$ cat src/rtl/layer_accumulator.sv
`default_nettype none
// ============================================================================
//  Module   : layer_accumulator
//  Purpose  : Spiking-layer accumulator that sits downstream of rom_layer.
//             Latches one input spike vector, scans the inputs one per cycle,
//             and addresses rom_layer one-hot for each active input. Each
//             returned signed weight row is added into NEURON_OUT saturating
//             accumulators. The final sums are thresholded into an output
//             spike vector and handed on over a valid/ready handshake.
//  Revision : 1.0  initial release
// ----------------------------------------------------------------------------
//  Ports
//    clk        in   clock, rising edge
//    rst_n      in   asynchronous active-low reset
//    in_valid   in   in_spikes is valid
//    in_ready   out  block can accept a new vector (IDLE only)
//    in_spikes  in   [NEURON_IN]            input activations
//    rom_addr   out  [NEURON_IN]            one-hot row address to rom_layer
//    rom_data   in   [NEURON_OUT*W_SIZE]    weight row, neuron j at j*W_SIZE
//    out_valid  out  out_spikes/out_acc valid (DONE only)
//    out_ready  in   downstream accepts result
//    out_spikes out  [NEURON_OUT]           bit j = out_acc[j] > THRESHOLD
//    out_acc    out  [NEURON_OUT*ACC_SIZE]  final sums, neuron j at j*ACC_SIZE
// ============================================================================
module layer_accumulator #(
  parameter int W_SIZE     = 8,
  parameter int NEURON_IN  = 4,
  parameter int NEURON_OUT = 2,
  parameter int ACC_SIZE   = 16,
  parameter logic signed [ACC_SIZE-1:0] THRESHOLD = '0
) (
  input  logic                           clk,
  input  logic                           rst_n,
  input  logic                           in_valid,
  output logic                           in_ready,
  input  logic [NEURON_IN-1:0]           in_spikes,
  output logic [NEURON_IN-1:0]           rom_addr,
  input  logic [NEURON_OUT*W_SIZE-1:0]   rom_data,
  output logic                           out_valid,
  input  logic                           out_ready,
  output logic [NEURON_OUT-1:0]          out_spikes,
  output logic [NEURON_OUT*ACC_SIZE-1:0] out_acc
);

  localparam int IDX_W = (NEURON_IN > 1) ? $clog2(NEURON_IN) : 1;
  localparam logic [IDX_W-1:0] LAST_IDX = IDX_W'(NEURON_IN - 1);
  localparam logic signed [ACC_SIZE-1:0] ACC_MAX = {1'b0, {(ACC_SIZE-1){1'b1}}};
  localparam logic signed [ACC_SIZE-1:0] ACC_MIN = {1'b1, {(ACC_SIZE-1){1'b0}}};

  typedef enum logic [1:0] {
    IDLE = 2'd0,
    SCAN = 2'd1,
    DONE = 2'd2
  } state_t;

  state_t state, next_state;

  logic [IDX_W-1:0]               idx;
  logic [NEURON_IN-1:0]           spikes_latch;
  logic [NEURON_OUT*ACC_SIZE-1:0] acc;
  logic [NEURON_OUT*ACC_SIZE-1:0] acc_next;
  logic [NEURON_OUT-1:0]          fire_next;
  logic                           active;

  // Only a set latch bit in SCAN contributes; otherwise rom_data is ignored.
  assign active = (state == SCAN) && spikes_latch[idx];

  // --------------------------------------------------------------------------
  // State register
  // --------------------------------------------------------------------------
  always_ff @(posedge clk or negedge rst_n) begin
    if (!rst_n) state <= IDLE;
    else        state <= next_state;
  end

  // --------------------------------------------------------------------------
  // Next-state and handshake / ROM address outputs
  // --------------------------------------------------------------------------
  always_comb begin
    next_state = state;
    in_ready   = 1'b0;
    out_valid  = 1'b0;
    rom_addr   = '0;
    case (state)
      IDLE: begin
        in_ready = 1'b1;
        if (in_valid) next_state = SCAN;
      end
      SCAN: begin
        if (spikes_latch[idx]) rom_addr[idx] = 1'b1;
        if (idx == LAST_IDX) next_state = DONE;
      end
      DONE: begin
        out_valid = 1'b1;
        if (out_ready) next_state = IDLE;
      end
      default: next_state = IDLE;
    endcase
  end

  // --------------------------------------------------------------------------
  // Per-neuron saturating adder. The sum is formed one bit wider than the
  // accumulator; disagreement of the top two bits means overflow, and the
  // wider sign bit gives the true direction to clamp towards.
  // --------------------------------------------------------------------------
  for (genvar j = 0; j < NEURON_OUT; j++) begin : g_neuron
    logic [W_SIZE-1:0]          w;
    logic [ACC_SIZE-1:0]        cur;
    logic [ACC_SIZE:0]          wide_sum;
    logic signed [ACC_SIZE-1:0] sum;

    assign w        = rom_data[j*W_SIZE +: W_SIZE];
    assign cur      = acc[j*ACC_SIZE +: ACC_SIZE];
    assign wide_sum = {cur[ACC_SIZE-1], cur}
                    + {{(ACC_SIZE+1-W_SIZE){w[W_SIZE-1]}}, w};

    always_comb begin
      sum = cur;
      if (active) begin
        if (wide_sum[ACC_SIZE] != wide_sum[ACC_SIZE-1])
          sum = wide_sum[ACC_SIZE] ? ACC_MIN : ACC_MAX;
        else
          sum = wide_sum[ACC_SIZE-1:0];
      end
    end

    assign acc_next[j*ACC_SIZE +: ACC_SIZE] = sum;
    assign fire_next[j]                     = (sum > THRESHOLD);
  end

  // --------------------------------------------------------------------------
  // Datapath registers
  // --------------------------------------------------------------------------
  always_ff @(posedge clk or negedge rst_n) begin
    if (!rst_n) begin
      idx          <= '0;
      spikes_latch <= '0;
      acc          <= '0;
      out_spikes   <= '0;
      out_acc      <= '0;
    end else begin
      case (state)
        IDLE: begin
          if (in_valid) begin
            spikes_latch <= in_spikes;
            acc          <= '0;
            idx          <= '0;
          end
        end
        SCAN: begin
          acc <= acc_next;
          idx <= idx + IDX_W'(1);
          // Results are captured straight from the final adder output so
          // out_valid and the data appear together on entry to DONE.
          if (idx == LAST_IDX) begin
            out_acc    <= acc_next;
            out_spikes <= fire_next;
          end
        end
        default: ;
      endcase
    end
  end

endmodule
`default_nettype wire

$ cat config.mk
export PLATFORM = sky130hd
export DESIGN_NAME = layer_accumulator
export DESIGN_NICKNAME = d
export VERILOG_FILES = /design/src/rtl/layer_accumulator.sv
export SDC_FILE = /design/constraint.sdc
export NUM_CORES = 1
export LEC_CHECK = 0
export ABC_CLOCK_PERIOD_IN_PS = 4700
export CAP_MARGIN = 20
export CORE_UTILIZATION = 55
export DETAILED_ROUTE_END_ITERATION = 10
export PLACE_DENSITY_LB_ADDON = 0.08
export SLEW_MARGIN = 20
export SYNTH_ARGS = -nofsm -noshare
export SYNTH_HDL_FRONTEND = slang
export SYNTH_SLANG_ARGS = --single-unit
$ cat constraint.sdc
create_clock -name clk -period 4.7 [get_ports clk]
set_clock_uncertainty 0.15 [all_clocks]
set_input_delay 0.94 -clock clk [delete_from_list [all_inputs] [get_ports clk]]
set_output_delay 0.94 -clock clk [all_outputs]
set_load 0.02 [all_outputs]
; After elaboration in Yosys (flattened, before gate mapping)
; Cells that the tools add are included.
[totals]
reg_bits = 74
in_bits = 24
output_inout_bits = 40
word_cells = 51
[op_classes]
addsub = 3
n_lt_le_gt_ge = 4
n_eq_ne = 8
mux = 22
reduce_logical = 8
[op_table]
columns = cell, count
row1 = $mux W16, 6
row2 = $pmux W32 S2, 1
row3 = $add A16 B8 Y17, 2
row4 = $gt A16 B1 Y1 const B, 2
row5 = $mux W32, 1
row6 = $mux W2, 4
row7 = $mux W4, 2
row8 = $pmux W2 S3, 1
row9 = $reduce_and A2 Y1, 3
row10 = $eq A2 B2 Y1 const B, 2
row11 = $mux W1, 4
row12 = $ne A2 B2 Y1 const B, 2
row13 = $pmux W2 S2, 1
row14 = $lt A2 B3 Y1 const B, 1
row15 = $reduce_and A3 Y1, 1
row16 = $add A2 B1 Y2 const B, 1
row17 = $bmux W1 S2, 1
row18 = $demux W1 S2, 1
row19 = $eq A2 B1 Y1 const B, 1
row20 = $ge A2 B1 Y1 const B, 1
row21 = $logic_and A1 B1 Y1, 2
row22 = $logic_not A2 Y1, 1
row23 = $ne A1 B1 Y1, 2
row24 = $ne A2 B1 Y1 const B, 1
row25 = $reduce_bool A2 Y1, 1

; Longest topological paths before layout
; Gate-level depths: netlist (run 1).
[depth]
depth_word = 6
ltp_mapped = 16
depth_no_buf = 16

; Worst setup path after synthesis (run 1)
; OpenSTA, ideal clock, no wires.
[synth_path]
path_kind = input-to-reg
startpoint = input rom_data[1]
endpoint = register out_spikes[0]
setup_time_ns = 0.077
arrival_ns = 3.948
slack_ns = 0.525
path_stages = 15
cell_sequence = ha_1 > a211oi_1 > o21bai_1 > o2111ai_1 > a21boi_0 > o41ai_1 > xnor2_1 > ha_1 > inv_1 > a211oi_1 > o22ai_1 > and3_1 > o2111a_1 > and4_1 > a21oi_1
[synth_between]
elab_chain_cells = 5
word_cells_on_any_way = 6
classes_between = 1 x add/sub / 1 x order compare / 1 x eq/ne / 3 x mux
[synth_lines]
columns = element, line_no
row1 = from (decl), 38  ; input logic [NEURON_OUT*W_SIZE-1:0] rom_data,
row2 = $add A16 B8 Y17 (*), 115  ; + {{(ACC_SIZE+1-W_SIZE){w[W_SIZE-1]}}, w};
row3 = $mux W16 or $ne A1 B1 Y1 (tied branches), "121, 120"
row4 = $mux W16 (*), 120  ; if (wide_sum[ACC_SIZE] != wide_sum[ACC_SIZE-1])
row5 = $mux W16 (*), 119  ; if (active) begin
row6 = $gt A16 B1 Y1 (*), 128  ; assign fire_next[j] = (sum > THRESHOLD);
row7 = to (signal assigned), 157  ; out_spikes <= fire_next;
row8 = to (decl), 41  ; output logic [NEURON_OUT-1:0] out_spikes,
; Mark *: on every way between the ends. The rest lies on a longest branch, timed or not.
; A chain may end at the register's enable or synchronous reset.

; Final worst setup path (run 1)
; Same ends and word-level chain as after synthesis.

==> flow_summary.yaml, run 1 <==
cells_and_area:
  final_common_cell: "o21ai_0"
  layout-drive-gt1-share_pct: 14.2
  n_antenna_cell: 0
  area_growth_pct: 27.2
  final_area_mm2: 0.00647
  final_net_count: 760
  final_cell_mix: "o21ai_0, nand2_1, dfrtp_1"
drt:
  detail_route.vias_per_cell: 5.98
  avgRoutedWirePerCell_um: 17.6
  vias: 4841
  wl_um: 14200
  first_pass_iters: 10
  postRouteAntennaNets: 0
  drc: 1
  drtIter0Drc: 164
floorplan:
  core_area_mm2: 0.00885
  ioPinCount: 64
  dieHeight_um: 98.2
  die_area_mm2: 0.00963
  start_util_pct: 57.5
  die_width_um: 98.2
  num_rows: 34
synthesis:
  yosysTopAreaCell: "dfrtp_1"
  synth_area_leaders: "dfrtp_1, ha_1, o21ai_0"
  synth-adder-area-share_pct: 10.3
  synth-main-ff-cell: "dfrtp_1"
  synth_top_area_share_pct: 36.4
  yosysSeqAreaShare_pct: 36.4
  synthArstFlopShare_pct: 100
  synthesis.nets: 650
  ys_seq_elements: 74
  syn_avg_cell_area_um2: 8.66
  yosys.area_share.simple_pct: 17.3
  post_synth_instance_area_mm2: 0.00508
  synth_compound_area_share_pct: 26.6
  syn_inst: 587
  synth_cell_types: 65
  yosysWarnings: 0
  synth_top_family_by_area: "compound AO/OA/AOI/OAI gates"
  synth_xor_area_share_pct: 3.79
  synth_enable_flop_cells: 0
  synthMuxAreaShare_pct: 2.09
power_and_ir_drop:
  fin_total_pwr_mw: 5.19
  sw_frac_of_total_pct: 46.5
  power.density_mw_per_mm2: 802
  pwr-share-seq_pct: 21.8
  peakVddDrop_mv: 0.381
  clockPowerShare_pct: 11.3
  comb_power_share_pct: 66.9
  p_leak_nw: 2.98
  p_switching_mw: 2.41
  p_int_mw: 2.77
global_route:
  track_usage_pct: 30.9
  grt_pass1_wl_um: 23600
  grt_max_degree: 75
  grt_overflow: 0
  antenna_found_initial: 0
  grt_pass1_vias: 4940
timing:
  finalSetupViolations: 0
  tightest_slew_ns: 0.977
  timing.final.crit_share_pct: 94.0
  drv_slew: 0
  rsz0062_at_grt: "false"
  relSlewSlack_pct: 34.7
  finalHoldViolCount: 0
  fmax_ghz: 0.226
  layout_min_cycle_time_ns: 4.42
critical_path:
  reg2reg_depth: 15
  worstPathArrival_ns: 4.55
  start_kind: "input port"
  crit_fanout: 4
  end_kind: "flip-flop"
  cp.required_ns: 4.84
  path_class: "input port to flip-flop"
placed_design:
  io_buffers: 63
  hpwlAfterDp_um: 10800
  dpl-instance-area_mm2: 0.00622
  place.gp.congestion: 0.946
clock_network:
  clock-sinks: 74
  path_clk_slew_ns: 0.09
  clk_path_buf_depth: 2
  cts_setup_buffers: 0
  cts_root_buf: "clkbuf_8"
  cts_tree: "done"
  htreeDepth: 3
  cts_buffers: 9
  insertion_delay_ns: 0.36
flow_run:
  max_cap_violations: 0
worst_hold_path:
  hold_depth: 2
  hold_path.class: "flip-flop to flip-flop"
status:
  status: "finished with violations"
  violations: "design-rule violations"
[stage by stage]
stage | utilization [%] | setup TNS [ns] | setup WS (ns) | hold slack, ns | instances
after global routing | 73.1 | 0 | 0.0641 | 0.355 | 810
final | 73.1 | 0 | 0.281 | 0.334 | 810
after detailed placement | 70.3 | -0.122 | -0.117 | 0.320 | 794
after CTS | 73.0 | 0 | 0.245 | 0.339 | 810
after global placement | 70.3 | -0.127 | -0.127 | 0.304 | 794
after floorplan | - | 0 | 0.525 | 0.290 | 587
[cell families after synthesis]
logic type,Yosys count
adders and majority gates,41
DFF,74
AOI/OAI and AO/OA,211
and+or+nand+nor,189
xor gates and xnor gates,22
buffers and inverters,42
muxes,8
[power by group through the flow]
stage          Clock [mW]  Sequential [mW]  Combinational, mW
2_1_floorplan           0             1.22               1.94
3_3_place_gp            0             1.13               3.34
3_5_place_dp            0             1.14               3.42
4_1_cts             0.594             1.13               3.44
5_1_grt             0.617             1.16               3.81
6_report            0.588             1.13               3.47
[final timing paths]
path / startpoint / end / slack [ns]
min in group asynchronous: rst_n / out_acc[11] / 0.54
max in group asynchronous: rst_n / acc[25] / 3.21
hold reg to reg: out_acc[13] / out_acc[13] / 0.33
setup / recovery: rom_data[1] / out_spikes[0] / 0.28
hold / removal: out_acc[13] / out_acc[13] / 0.33
setup reg to reg: acc[1] / out_spikes[0] / 0.83
[Yosys cell counts (all sizes together) (5+ instances only)]
cell / n
a211oi: 12
a21o: 13
a21oi: 31
a31oi: 6
and2: 5
and3: 12
buf: 9
clkbuf: 23
dfrtp: 74
ha: 37
inv: 10
mux2i: 6
nand2: 75
nand3: 30
nor2: 38
nor2b: 5
nor3: 6
o211ai: 10
o21a: 6
o21ai: 87
xnor2: 13
xor2: 9
[critical path: stages]
cell and delay, ns:
clkdlybuf4s50_1 0.43, ha_1 0.32, a211oi_1 0.22, o21bai_1 0.13, o2111ai_1 0.22, a21boi_1 0.12
o41ai_1 0.32, xnor2_1 0.14, ha_1 0.36, or3_1 0.35, mux2_2 0.27, a31oi_1 0.16
a21oi_1 0.09, o2111a_1 0.17, and4_1 0.19, a21oi_1 0.13
[timing repair]
action | 4_1_cts | 5_1_grt
resized for setup | 0 | 2
endpoints found under the setup margin | 0 | 1
hold buffers | 0 | 0
[routing by layer]
metal	global-route usage, %	vias to the layer above	routed length (µm)
met4	10.9	0	304
met1	40.6	2314	6360
li1	-	2385	-
met2	52.2	121	6890
met3	4.51	21	688
met5	0	-	0
[layout make-up]
type / instances / area, µm²
Multi-Input combinational cell: 471 / 3070
Fill cell: 709 / 2380
Sequential cell: 74 / 1850
Timing Repair Buffer: 131 / 1140
Clock buffer: 10 / 138
Tap cell: 108 / 135
Clock inverter: 6 / 97.6
Inverter: 10 / 37.5
[flip-flops by register name (all words and copies together), names as in the netlist]
name          flops
idx               2
acc              32
out_spikes        2
state             2
out_acc          32
spikes_latch      4
Note: power is estimated with default switching activity, not from simulation.
==> run 2: changes to the inputs <==
CTS_CLUSTER_DIAMETER = 30   (was unset)
SLEW_MARGIN = 25   (was 20)
==> flow_summary.yaml, run 2 (synthesized netlist as in run 1, its figures left out) <==
clock_network:
  cts_buffers: 9
  holdBufCountCts: 0
  path_clk_slew_ns: 0.08
  insertion_delay_ns: 0.36
  htreeDepth: 3
  clk_path_buf_depth: 2
  clock-sinks: 74
  cts_root_buf: "clkbuf_8"
  cts_tree: "done"
power_and_ir_drop:
  power.density_mw_per_mm2: 802
  p_leak_nw: 2.98
  peakVddDrop_mv: 0.381
global_route:
  antenna_found_initial: 0
  grt_pass1_vias: 4940
  grt_overflow: 0
  grt_pass1_wl_um: 23600
  grt_max_degree: 75
  track_usage_pct: 30.9
critical_path:
  crit_chain: "clkdlybuf4s50_1 > ha_1 > a211oi_1 > o21bai_1 > o2111ai_1 > a21boi_1 > o41ai_1 > xnor2_1 > ha_1 > or3_1 > mux2_2 > a31oi_1 > a21oi_1 > o2111a_1 > and4_1 > a21oi_1"
  crit_family: "compound AO/OA/AOI/OAI gates"
  path_class: "input port to flip-flop"
  slowest_stage: "clkdlybuf4s50_1"
  end_kind: "flip-flop"
  start_kind: "input port"
  timing.critical_path.buf_inv: 1
  crit_fanout: 4
  slowest_delay_ns: 0.43
  worstPathArrival_ns: 4.56
  cp.required_ns: 4.83
timing:
  rsz0062_at_grt: "false"
  relSlewSlack_pct: 34.7
  finalSetupViolations: 0
  drv_slew: 0
  layout_min_cycle_time_ns: 4.42
  holdWs_ns: 0.334
  finalHoldViolCount: 0
  timing.final.crit_share_pct: 94.1
  fmax_ghz: 0.226
  tightest_slew_ns: 0.977
placed_design:
  dp.cells: 794
  io_buffers: 63
  place.gp.congestion: 0.946
  hpwlAfterDp_um: 10800
cells_and_area:
  area_growth_pct: 27.3
  layout-drive-gt1-share_pct: 14.2
  final_net_count: 760
  nFillCells: 711
  n_antenna_cell: 0
  fin_cells: 810
  final_cell_mix: "o21ai_0, nand2_1, dfrtp_1"
  final_common_cell: "o21ai_0"
  fin_util_pct: 73.1
  top_regs: "acc x32, out_acc x32, spikes_latch x4"
status:
  status: "finished with violations"
  violations: "design-rule violations"
worst_hold_path:
  hold_path.class: "flip-flop to flip-flop"
floorplan:
  num_rows: 34
  ioPinCount: 64
  die_area_mm2: 0.00963
  dieHeight_um: 98.2
  core_area_mm2: 0.00885
  die_width_um: 98.2
  start_util_pct: 57.5
drt:
  drtIter0Drc: 179
  detail_route.vias_per_cell: 6.03
  first_pass_iters: 9
  drc: 1
  avgRoutedWirePerCell_um: 17.7
  vias: 4881
  wl_um: 14300
  postRouteAntennaNets: 0
flow_run:
  max_cap_violations: 0
==> run 2: path summary, 6_finish.rpt <==
path | end | from | slack [ns] | cells past startpoint
max | out_spikes[0] | rom_data[1] | 0.28 | 16
min | out_acc[13] | out_acc[13] | 0.33 | 2
max reg2reg | out_spikes[0] | acc[1] | 0.83 | 15
min reg2reg | out_acc[13] | out_acc[13] | 0.33 | 2
max in group asynchronous | acc[25] | rst_n | 3.46 | 1
min in group asynchronous | out_acc[9] | rst_n | 0.43 | 1
==> run 2: layout make-up <==
| class | count | area, µm² | area share, % |
|---|---|---|---|
| repair buffers | 131 | 1140 | 17.6 |
| well taps | 108 | 135 | 2.09 |
| multi-input cells | 471 | 3070 | 47.4 |
| clock inverters | 6 | 97.6 | 1.51 |
| clock buffers | 10 | 138 | 2.13 |
| flip-flops and latches | 74 | 1850 | 28.6 |
| inverters | 10 | 37.5 | 0.580 |
==> run 2: per-stage QoR <==
step / area (µm²) / setup WS, ns / power, mW / TNS, ns
2_1_floorplan: 5080 / 0.525 / 3.16 / 0
3_3_place_gp: 6220 / -0.127 / 4.47 / -0.127
3_5_place_dp: 6220 / -0.117 / 4.56 / -0.122
4_1_cts: 6460 / 0.245 / 5.16 / 0
5_1_grt: 6470 / 0.0641 / 5.59 / 0
6_report: 6470 / 0.278 / 5.19 / 0
==> run 2: worst reg2reg max path, cell delays in order (launching register included) <==
cell       delay [ns]
dfrtp_1          0.46
ha_1             0.33
a211oi_1         0.22
o21bai_1         0.13
o2111ai_1        0.22
a21boi_1         0.12
o41ai_1          0.32
xnor2_1          0.14
ha_1             0.36
or3_1            0.35
mux2_2           0.27
a31oi_1          0.16
a21oi_1          0.09
o2111a_1         0.17
and4_1           0.19
a21oi_1          0.13
==> run 2: routing by layer <==
metal  part of all wire (%)  GRT usage, %
met5                      0             0
met4                    2.3          10.9
met3                    3.8          4.51
met2                     49          52.2
met1                     45          40.6
==> run 2: repair_timing <==
action,in CTS,in global routing
endpoints found under the setup margin,0,1
buffers inserted,0,0
gates resized for setup,0,2
==> run 2: power by group <==
group	internal [mW]	total (mW)	switching (mW)	leakage, nW
combinational	1.55	3.47	1.93	1.91
clock	0.321	0.586	0.265	0.119
sequential	0.905	1.13	0.227	0.951
total	2.77	5.19	2.42	2.98
==> run 3: changes to the inputs <==
ABC_AREA = 1   (was unset)
==> flow_summary.yaml, run 3 <==
status:
  status: "completed"
global_route:
  track_usage_pct: 29.5
  grtUsageMet3_pct: 4.50
  grt_util_met1_pct: 36.0
  grt_max_degree: 69
  grt_overflow: 0
  grt_use_met2_pct: 50.5
  antenna_found_initial: 0
  gr-max-usage-layer: "met2"
  grt_pass1_wl_um: 22700
  grt_pass1_vias: 4849
drt:
  first_pass_iters: 4
  drc: 0
  wl_um: 13500
  drtIter0Drc: 228
  detail_route.vias_per_cell: 5.46
  postRouteAntennaNets: 0
  vias: 4947
  avgRoutedWirePerCell_um: 14.8
synthesis:
  synth_enable_flop_cells: 0
  yosysTopAreaCell: "dfrtp_1"
  yosysSeqAreaShare_pct: 35.7
  ys_seq_elements: 74
  synth_top_area_share_pct: 35.7
  synth_cell_types: 39
  synth_area_leaders: "dfrtp_1, nand2_1, ha_1"
  synthArstFlopShare_pct: 100
  yosysWarnings: 0
  syn_avg_cell_area_um2: 7.13
  synth-main-ff-cell: "dfrtp_1"
  synth_top_cells_by_count: "nand2_1, inv_1, dfrtp_1"
  yosys.cell_count.top_type: "nand2_1"
  synthesis.nets: 790
  post_synth_instance_area_mm2: 0.00518
  syn_inst: 727
timing:
  fmax_ghz: 0.235
  finalSetupViolations: 0
  relSlewSlack_pct: 38.5
  finalHoldViolCount: 0
  drv_slew: 0
  rsz0062_at_grt: "false"
  timing.final.crit_share_pct: 90.7
  tightest_slew_ns: 0.922
  setup_tns_ns: 0
  layout_min_cycle_time_ns: 4.26
floorplan:
  die_area_mm2: 0.00982
  die_width_um: 99.1
  core_area_mm2: 0.00920
  dieHeight_um: 99.1
  start_util_pct: 56.4
  num_rows: 35
  ioPinCount: 64
cells_and_area:
  final_net_count: 853
  fin_cells: 906
  top_regs: "acc x32, out_acc x32, spikes_latch x4"
  layout-drive-gt1-share_pct: 7.42
  final_common_cell: "nand2_1"
  final_cell_mix: "nand2_1, inv_1, dfrtp_1"
  n_antenna_cell: 0
  area_growth_pct: 17.9
clock_network:
  cts_setup_buffers: 0
  insertion_delay_ns: 0.36
  cts_root_buf: "clkbuf_8"
  cts_tree: "done"
  clock-sinks: 74
  cts_buffers: 9
  holdBufCountCts: 0
  clk_path_buf_depth: 2
  path_clk_slew_ns: 0.08
  cts-resized-gates: 0
  htreeDepth: 3
critical_path:
  end_kind: "flip-flop"
  slowest_delay_ns: 0.45
  rrSetupSlack_ns: 1.14
  crit_fanout: 9
  cp.required_ns: 4.80
  slowest_stage: "clkdlybuf4s50_1"
  start_kind: "input port"
  crit_family: "simple AND/OR/NAND/NOR gates"
  path_class: "input port to flip-flop"
  crit_top_cell: "nand2_1"
  timing.critical_path.buf_inv: 6
  worstPathArrival_ns: 4.36
power_and_ir_drop:
  p_leak_nw: 3.18
  peakVddDrop_mv: 0.621
  power.density_mw_per_mm2: 854
placed_design:
  dp.cells: 890
  io_buffers: 63
  place.gp.congestion: 0.929
  hpwlAfterDp_um: 10200
worst_hold_path:
  hold_path.class: "flip-flop to flip-flop"
flow_run:
  max_cap_violations: 0
run 3: cell type report:
type                    instances  area (µm²)
clock buffers                  10         128
well taps                     111         139
inverters                      88         330
multi-input cells             544        2900
fillers                       841        3080
clock inverters                 6        65.1
flip-flops and latches         74        1850
repair buffers                 73         701
run 3: cell families after synthesis:
family                     count (synthesis)  share of synthesized area [%]
adders and majority gates                 39                           9.70
DFF                                       74                           35.7
AOI/OAI and AO/OA                        128                           14.2
xor gates and xnor gates                  12                           2.03
muxes                                      5                           1.06
buffers and inverters                    109                           8.37
and+or+nand+nor                          360                           29.0
run 3: path summary, 6_finish.rpt:
path / depth (start not counted) / start / to
max: 25 / rom_data[7] / out_spikes[0]
min in group asynchronous: 1 / rst_n / out_acc[28]
max in group asynchronous: 2 / rst_n / acc[24]
min: 2 / out_spikes[0] / out_spikes[0]
min reg2reg: 2 / out_spikes[0] / out_spikes[0]
max reg2reg: 24 / acc[0] / out_spikes[0]
run 3: layer usage:
layer / part of all wire [%] / up-vias / wire, µm
li1: - / 2494 / -
met1: 42 / 2253 / 5700
met2: 49 / 156 / 6560
met3: 4.2 / 44 / 560
met4: 4.7 / 0 / 627
met5: 0 / - / 0
run 3: per-stage QoR:
stage / area [µm²] / power (mW) / setup slack [ns] / util (%) / hold slack [ns]
global placement: 5920 / 4.58 / 0.246 / 64.4 / 0.322
floorplan: 5180 / 3.62 / 0.823 / - / 0.323
global route: 6110 / 5.73 / 0.101 / 66.5 / 0.370
detailed placement: 5920 / 4.68 / 0.179 / 64.4 / 0.323
CTS: 6110 / 5.20 / 0.530 / 66.5 / 0.343
finish: 6110 / 5.22 / 0.437 / 66.5 / 0.341
run 3: worst min-delay path: stages (launching register included):
cell and delay [ns]:
dfrtp_1 0.35, nand2_1 0.06, nand2_1 0.05
run 3: power by group:
| group | switching [mW] | internal (mW) | leakage, nW |
|---|---|---|---|
| combinational | 2.25 | 1.31 | 2.15 |
| sequential | 0.214 | 0.946 | 0.927 |
| clock | 0.251 | 0.246 | 0.0966 |
